**src/rtl/font_rom_arbiter_pkg.sv**
```systemverilog
// Shared constants and types for the glyph ROM arbiter: bus widths, requester ids,
// default timing parameters and the response tag carried alongside each ROM read.
package font_rom_arbiter_pkg;

    localparam int ADDR_W           = 10;
    localparam int DATA_W           = 8;
    localparam int STARVE_W         = 8;
    localparam int DEF_ROM_LAT      = 2;
    localparam int DEF_STARVE_LIMIT = 8;

    typedef enum logic {
        REQ_ID_0 = 1'b0,
        REQ_ID_1 = 1'b1
    } req_id_t;

    typedef struct packed {
        logic    valid;
        req_id_t id;
    } rsp_tag_t;

endpackage

```
**src/rtl/font_rom_arbiter_if.sv**
```systemverilog
// Requester, ROM and response signals of the glyph ROM arbiter, bundled for the
// arbiter (slave) and the surrounding system or bench (master).
interface font_rom_arbiter_if;
    import font_rom_arbiter_pkg::*;

    // Handshake: reqN is held with a stable addrN until gntN is seen high; the
    // request is accepted in that same cycle (there is no separate ready). Each
    // accepted request returns exactly one rvalidN pulse with rdata, in grant order.
    logic              prio_mode;
    logic              req0;
    logic              req1;
    logic [ADDR_W-1:0] addr0;
    logic [ADDR_W-1:0] addr1;
    logic              gnt0;
    logic              gnt1;
    logic              rom_en;
    logic [ADDR_W-1:0] rom_addr;
    logic [DATA_W-1:0] rom_data;
    logic              rvalid0;
    logic              rvalid1;
    logic [DATA_W-1:0] rdata;

    modport slave (
        input  prio_mode, req0, req1, addr0, addr1, rom_data,
        output gnt0, gnt1, rom_en, rom_addr, rvalid0, rvalid1, rdata
    );

    modport master (
        output prio_mode, req0, req1, addr0, addr1, rom_data,
        input  gnt0, gnt1, rom_en, rom_addr, rvalid0, rvalid1, rdata
    );

endinterface

```
**src/rtl/font_rom_arbiter_tag_pipe.sv**
```systemverilog
// Fixed-depth shift pipeline that delays a response tag so it lines up with the
// ROM data belonging to the same grant.
module font_rom_tag_pipe
    import font_rom_arbiter_pkg::*;
#(
    parameter int DEPTH = 3
) (
    input  logic     clk_i,
    input  logic     rst_i,
    input  rsp_tag_t tag_i,
    output rsp_tag_t tag_o
);

    rsp_tag_t stage_q [DEPTH];

    always_ff @(posedge clk_i or posedge rst_i) begin
        if (rst_i) begin
            for (int i = 0; i < DEPTH; i++) begin
                stage_q[i] <= '0;
            end
        end else begin
            stage_q[0] <= tag_i;
            for (int i = 1; i < DEPTH; i++) begin
                stage_q[i] <= stage_q[i-1];
            end
        end
    end

    assign tag_o = stage_q[DEPTH-1];

endmodule

```
**src/rtl/font_rom_arbiter.sv**
```systemverilog
// Two-requester arbiter for a shared glyph ROM: round-robin or fixed priority with a
// starvation guard, one read per cycle, responses returned ROM_LAT+2 cycles after grant.
module font_rom_arbiter
    import font_rom_arbiter_pkg::*;
#(
    parameter int ROM_LAT      = DEF_ROM_LAT,
    parameter int STARVE_LIMIT = DEF_STARVE_LIMIT
) (
    input  logic                clk_50MHz,
    input  logic                reset,
    font_rom_arbiter_if.slave   bus,
    output logic [STARVE_W-1:0] dbg_starve_cnt_o,
    output req_id_t             dbg_last_gnt_o
);

    localparam logic [STARVE_W-1:0] LIMIT = STARVE_W'(STARVE_LIMIT);

    logic                gnt0;
    logic                gnt1;
    logic                win1;
    logic [STARVE_W-1:0] starve_q, starve_d;
    req_id_t             last_q, last_d;
    logic                rom_en_q, rom_en_d;
    logic [ADDR_W-1:0]   rom_addr_q, rom_addr_d;
    logic                rvalid0_q, rvalid0_d;
    logic                rvalid1_q, rvalid1_d;
    logic [DATA_W-1:0]   rdata_q, rdata_d;
    rsp_tag_t            tag_in;
    rsp_tag_t            tag_out;

    always_comb begin
        win1 = 1'b0;
        if (bus.prio_mode) begin
            win1 = (starve_q == LIMIT);
        end else begin
            win1 = (last_q == REQ_ID_0);
        end
        // Grants are gated by the raw reset so nothing is accepted while it is high.
        gnt1 = ~reset & bus.req1 & (~bus.req0 | win1);
        gnt0 = ~reset & bus.req0 & ~(bus.req1 & win1);
    end

    always_comb begin
        starve_d   = starve_q;
        last_d     = last_q;
        rom_en_d   = gnt0 | gnt1;
        rom_addr_d = rom_addr_q;
        tag_in     = '0;
        if (!bus.req1 || gnt1) begin
            starve_d = '0;
        end else if (starve_q != LIMIT) begin
            starve_d = starve_q + 1'b1;
        end
        if (gnt1) begin
            last_d       = REQ_ID_1;
            rom_addr_d   = bus.addr1;
            tag_in.valid = 1'b1;
            tag_in.id    = REQ_ID_1;
        end else if (gnt0) begin
            last_d       = REQ_ID_0;
            rom_addr_d   = bus.addr0;
            tag_in.valid = 1'b1;
            tag_in.id    = REQ_ID_0;
        end
    end

    font_rom_tag_pipe #(
        .DEPTH (ROM_LAT + 1)
    ) u_tag_pipe (
        .clk_i (clk_50MHz),
        .rst_i (reset),
        .tag_i (tag_in),
        .tag_o (tag_out)
    );

    always_comb begin
        rvalid0_d = tag_out.valid & (tag_out.id == REQ_ID_0);
        rvalid1_d = tag_out.valid & (tag_out.id == REQ_ID_1);
        rdata_d   = tag_out.valid ? bus.rom_data : rdata_q;
    end

    // last_q resets to requester 1 so that requester 0 wins the first contended cycle.
    always_ff @(posedge clk_50MHz or posedge reset) begin
        if (reset) begin
            starve_q   <= '0;
            last_q     <= REQ_ID_1;
            rom_en_q   <= 1'b0;
            rom_addr_q <= '0;
            rvalid0_q  <= 1'b0;
            rvalid1_q  <= 1'b0;
            rdata_q    <= '0;
        end else begin
            starve_q   <= starve_d;
            last_q     <= last_d;
            rom_en_q   <= rom_en_d;
            rom_addr_q <= rom_addr_d;
            rvalid0_q  <= rvalid0_d;
            rvalid1_q  <= rvalid1_d;
            rdata_q    <= rdata_d;
        end
    end

    assign bus.gnt0         = gnt0;
    assign bus.gnt1         = gnt1;
    assign bus.rom_en       = rom_en_q;
    assign bus.rom_addr     = rom_addr_q;
    assign bus.rvalid0      = rvalid0_q;
    assign bus.rvalid1      = rvalid1_q;
    assign bus.rdata        = rdata_q;
    assign dbg_starve_cnt_o = starve_q;
    assign dbg_last_gnt_o   = last_q;

endmodule

```
**src/flat_wrapper.sv**
```systemverilog
// flat-port wrapper written by rule: the top's interface ports become plain ports
module font_rom_arbiter_flat import font_rom_arbiter_pkg::*;
#(
    parameter int ROM_LAT      = DEF_ROM_LAT,
    parameter int STARVE_LIMIT = DEF_STARVE_LIMIT
)
  (clk_50MHz, reset, dbg_starve_cnt_o, dbg_last_gnt_o, bus_prio_mode, bus_req0, bus_req1, bus_addr0, bus_addr1, bus_rom_data, bus_gnt0, bus_gnt1, bus_rom_en, bus_rom_addr, bus_rvalid0, bus_rvalid1, bus_rdata);
  font_rom_arbiter_if bus_i ();
  input  logic clk_50MHz;
  input  logic reset;
  output logic [STARVE_W-1:0] dbg_starve_cnt_o;
  output req_id_t dbg_last_gnt_o;
  input wire logic [$bits(bus_i.prio_mode)-1:0] bus_prio_mode;
  input wire logic [$bits(bus_i.req0)-1:0] bus_req0;
  input wire logic [$bits(bus_i.req1)-1:0] bus_req1;
  input wire logic [$bits(bus_i.addr0)-1:0] bus_addr0;
  input wire logic [$bits(bus_i.addr1)-1:0] bus_addr1;
  input wire logic [$bits(bus_i.rom_data)-1:0] bus_rom_data;
  output wire logic [$bits(bus_i.gnt0)-1:0] bus_gnt0;
  output wire logic [$bits(bus_i.gnt1)-1:0] bus_gnt1;
  output wire logic [$bits(bus_i.rom_en)-1:0] bus_rom_en;
  output wire logic [$bits(bus_i.rom_addr)-1:0] bus_rom_addr;
  output wire logic [$bits(bus_i.rvalid0)-1:0] bus_rvalid0;
  output wire logic [$bits(bus_i.rvalid1)-1:0] bus_rvalid1;
  output wire logic [$bits(bus_i.rdata)-1:0] bus_rdata;
  assign bus_i.prio_mode = bus_prio_mode;
  assign bus_i.req0 = bus_req0;
  assign bus_i.req1 = bus_req1;
  assign bus_i.addr0 = bus_addr0;
  assign bus_i.addr1 = bus_addr1;
  assign bus_i.rom_data = bus_rom_data;
  assign bus_gnt0 = bus_i.gnt0;
  assign bus_gnt1 = bus_i.gnt1;
  assign bus_rom_en = bus_i.rom_en;
  assign bus_rom_addr = bus_i.rom_addr;
  assign bus_rvalid0 = bus_i.rvalid0;
  assign bus_rvalid1 = bus_i.rvalid1;
  assign bus_rdata = bus_i.rdata;
  font_rom_arbiter #(.ROM_LAT(ROM_LAT), .STARVE_LIMIT(STARVE_LIMIT)) u_core (.clk_50MHz(clk_50MHz), .reset(reset), .bus(bus_i), .dbg_starve_cnt_o(dbg_starve_cnt_o), .dbg_last_gnt_o(dbg_last_gnt_o));
endmodule
```
**config.mk**
```make
export PLATFORM = sky130hd
export DESIGN_NAME = font_rom_arbiter_flat
export DESIGN_NICKNAME = d
export VERILOG_FILES = /design/src/rtl/font_rom_arbiter_pkg.sv /design/src/rtl/font_rom_arbiter_if.sv /design/src/rtl/font_rom_arbiter_tag_pipe.sv /design/src/rtl/font_rom_arbiter.sv /design/src/flat_wrapper.sv
export SDC_FILE = /design/constraint.sdc
export NUM_CORES = 1
export LEC_CHECK = 0
export CAP_MARGIN = 20
export CORE_MARGIN = 2
export CORE_UTILIZATION = 40
export DETAILED_ROUTE_END_ITERATION = 8
export PLACE_DENSITY = 0.82
export SYNTH_ARGS = -nofsm -noshare
export SYNTH_HDL_FRONTEND = slang
export SYNTH_SLANG_ARGS = --single-unit
```
**constraint.sdc**
```tcl
create_clock -name clk_50MHz -period 7.14 [get_ports clk_50MHz]
set_input_delay 1.785 -clock clk_50MHz [delete_from_list [all_inputs] [get_ports clk_50MHz]]
set_output_delay 1.785 -clock clk_50MHz [all_outputs]
set_load 0.02 [all_outputs]
```
==> metrics <==
total track usage 18.3%; H-tree Lvls 2; crit share post-route 76.2%; first-pass GRT wire length 5640 um; Critical Path Start bus_prio_mode; Hold Path Origin u_core.u_tag_pipe.stage_q[3]; net switching fraction of the power ~25%; skew final roughly 0.0045 ns; synth unique cells 33; cell family with most CP delay buffers and inverters; slowest stage delay, CP approximately 0.62 ns; detailed placement HPWL around 2500 um; Pint approximately 0.36 mW; most frequent CP cell clkdlybuf4s50_1; Peak VDD IR ~0.11 mV; Final Hold Viols 0; clock tree from TritonCTS done; synth top area cells dfrtp_1 (58%), a221o_1 (6.2%), mux2_2 (6.2%); setup bufs post-CTS 0; max-slew violations 0; CP required between 5 and 6 ns; post-route ant nets 0; cell area after technology mapping between 0.001 and 0.0015 mm2; post-synthesis sequential area ratio roughly three fifths; Hold Path End u_core.u_tag_pipe.tag_o[1]; clock network power share between 20% and 30%; WP data arrival ~3.7 ns; Sequential Power Share 47.0%; Mapped Cells between 100 and 150; CP startpoint kind input port; Synth-to-Final Area Change 52.8%; R2R Setup Slk between 4 and 5 ns; critical path peak fanout 13; WL/cell 14.5 um; final setup violation count 0; via count ~1200; worst flop-to-flop path endpoint u_core.dbg_starve_cnt_o[0]; Avg Inst Size Synth ~13 um2; run status complete, no violations; number of buffers added on ports 64; syn nets around 150; post-CTS sizing 0; area share of the largest cell type after synthesis 58.3%; Inserted Clock Buffers 5; Hold WC Path Type reg2reg; RSZ-0062 raised after global routing false; hold buffers post-CTS 0; kind of critical path in2out; initial antenna violation count 0; # diodes 0; largest net degree at the start of global routing 37; Rows 21; YS warnings 0; Congestion Overflow GR 0; vias in the first global route roughly 1200; Via density between 5 and 6; post-synthesis register bit count 35; leakage power between 0.9 and 1 nW; Worst slew margin 35.3%; Clock Pin Slew Worst Setup and Hold Paths 0.10 ns; core area between 0.003 and 0.004 mm2; post-route cell area between 0.002 and 0.0025 mm2; setup TNS 0 ns; min cycle time layout between 5 and 6 ns; crit path capture type output pin; Primary FF master, synth dfrtp_1; worst slew pin tran between 0.9 and 1 ns; Max Buffers Root-to-Sink 2; crit path buf inv count 3; Iter 0 DRT Violations 30; Pre-antenna DRT Iters 4; wirelength, routed 3300 um; Post-synth EDFFs 0; Max-Cap Viols 0; Combinational Power Share a little under a quarter; Critical Path, Cell by Cell clkdlybuf4s50_1 -> and3b_1 -> nor4b_2 -> buf_4 -> clkdlybuf4s50_1; # IOs 65; Nets approximately 220; Clock Latency Late Sink between 0.3 and 0.4 ns; die height ~64 um; die width about 64 um; area leader, netlist dfrtp_1; Clock Sinks 35; P_sw 0.123 mW; Placement Cell Area 0.00214 mm2; ys async rst share 100%; Max stage delay cell, worst path clkdlybuf4s50_1; layout cell share with drive strength beyond 1 about an eighth; Initial Util a little over two fifths; Root Buffer clkbuf_4; Residual DRC 0; FMAX ~180 MHz; die area a little over 0.004 mm2; RR Startpoint u_core.dbg_starve_cnt_o[0]; Worst Hold Depth 0; pwr dens approximately 220 mW/mm2; Placer Congestion 0.772; Worst path depth 5; worst reg2reg path depth 6
[state kept, by name (all words and copies together), names as in the netlist]
name,flops
u_core.bus.rom_addr,10
u_core.bus.rdata,8
u_core.dbg_starve_cnt_o,8
u_core.u_tag_pipe.stage_q,3
u_core.u_tag_pipe.tag_o,2
u_core.bus.rom_en,1
u_core.bus.rvalid0,1
u_core.bus.rvalid1,1
u_core.dbg_last_gnt_o,1
[synth_stat cells (all sizes together) (2+ instances only)]
| cell type | number |
|---|---|
| dfrtp | 34 |
| and2 | 11 |
| a221o | 10 |
| mux2 | 8 |
| nor2 | 8 |
| inv | 4 |
| nand3 | 4 |
| xor2 | 4 |
| buf | 3 |
| nand2b | 3 |
| and3 | 2 |
| clkbuf | 2 |
| ha | 2 |
| xnor2 | 2 |
[power by group through the flow]
stage	clock, mW	sequential (mW)	combinational [mW]
finish	0.144	0.229	0.115
global route	0.158	0.232	0.124
CTS	0.149	0.229	0.116
detailed placement	0	0.233	0.116
global placement	0	0.232	0.113
floorplan	0	0.252	0.0333
[worst reg2reg max path, stage by stage (launching register included)]
cell,delay (ns)
dfrtp_1,0.46
inv_1,0.08
ha_1,0.14
or4b_1,0.46
o311a_2,0.41
o31ai_1,0.78
nor2_1,0.13
[layout make-up]
type | count | area (um2)
tap | 46 | 57.6
inverter | 4 | 15.0
multi-input combinational | 69 | 539
timing repair buffer | 66 | 656
clock inverter | 2 | 35.0
sequential | 35 | 877
clock buffer | 6 | 51.3
fill | 273 | 1180
[cell usage in the layout (no fill, tap or decap), drive strengths merged, types with 3 or more instances in the layout]
cell type | netlist | final
a221o | 10 | 10
and2 | 11 | 11
clkbuf | 2 | 6
clkdlybuf4s50 | 0 | 64
dfrtp | 34 | 34
inv | 4 | 4
mux2 | 8 | 8
nand2b | 3 | 3
nand3 | 4 | 4
nor2 | 8 | 8
xor2 | 4 | 4
[kinds of logic (layout without fill, tap and decap cells)]
family	count (synthesis)	count (layout)	share of synthesized area (%)
muxes	9	9	6.86
buffers and inverters	9	78	3.00
DFF	35	35	60.1
AOI/OAI and AO/OA	16	16	9.94
and+or+nand+nor	36	36	14.8
adders and majority gates	2	2	1.71
xor gates and xnor gates	6	6	3.60
[worst max path at each step]
stage / slack, ns / end
4_1_cts: 1.69 / bus_gnt1
2_1_floorplan: 2.80 / bus_gnt1
3_3_place_gp: 1.76 / bus_gnt1
6_report: 1.70 / bus_gnt1
3_5_place_dp: 1.72 / bus_gnt1
5_1_grt: 1.62 / bus_gnt0
[routing by layer]
metal  GRT usage, %  wire length [um]  part of all wire [%]  up-vias
li1               -                 -                     -      535
met1           20.5              1300                    40      555
met2           31.3              1660                    50       57
met3           5.73               278                   8.4        4
met4           9.57                53                   1.6        0
met5              0                 0                     0        -
[through the flow]
| stage | cells | hold WS, ns | setup WS, ns | utilization [%] | total power, mW |
|---|---|---|---|---|---|
| floorplan | 113 | 0.331 | 2.80 | - | 0.285 |
| global placement | 220 | 0.333 | 1.76 | 62.8 | 0.345 |
| detailed placement | 220 | 0.336 | 1.72 | 62.8 | 0.348 |
| CTS | 228 | 0.359 | 1.69 | 65.3 | 0.495 |
| global route | 228 | 0.379 | 1.62 | 65.3 | 0.513 |
| finish | 228 | 0.359 | 1.70 | 65.3 | 0.488 |
Note: power is estimated with default switching activity, not from simulation.
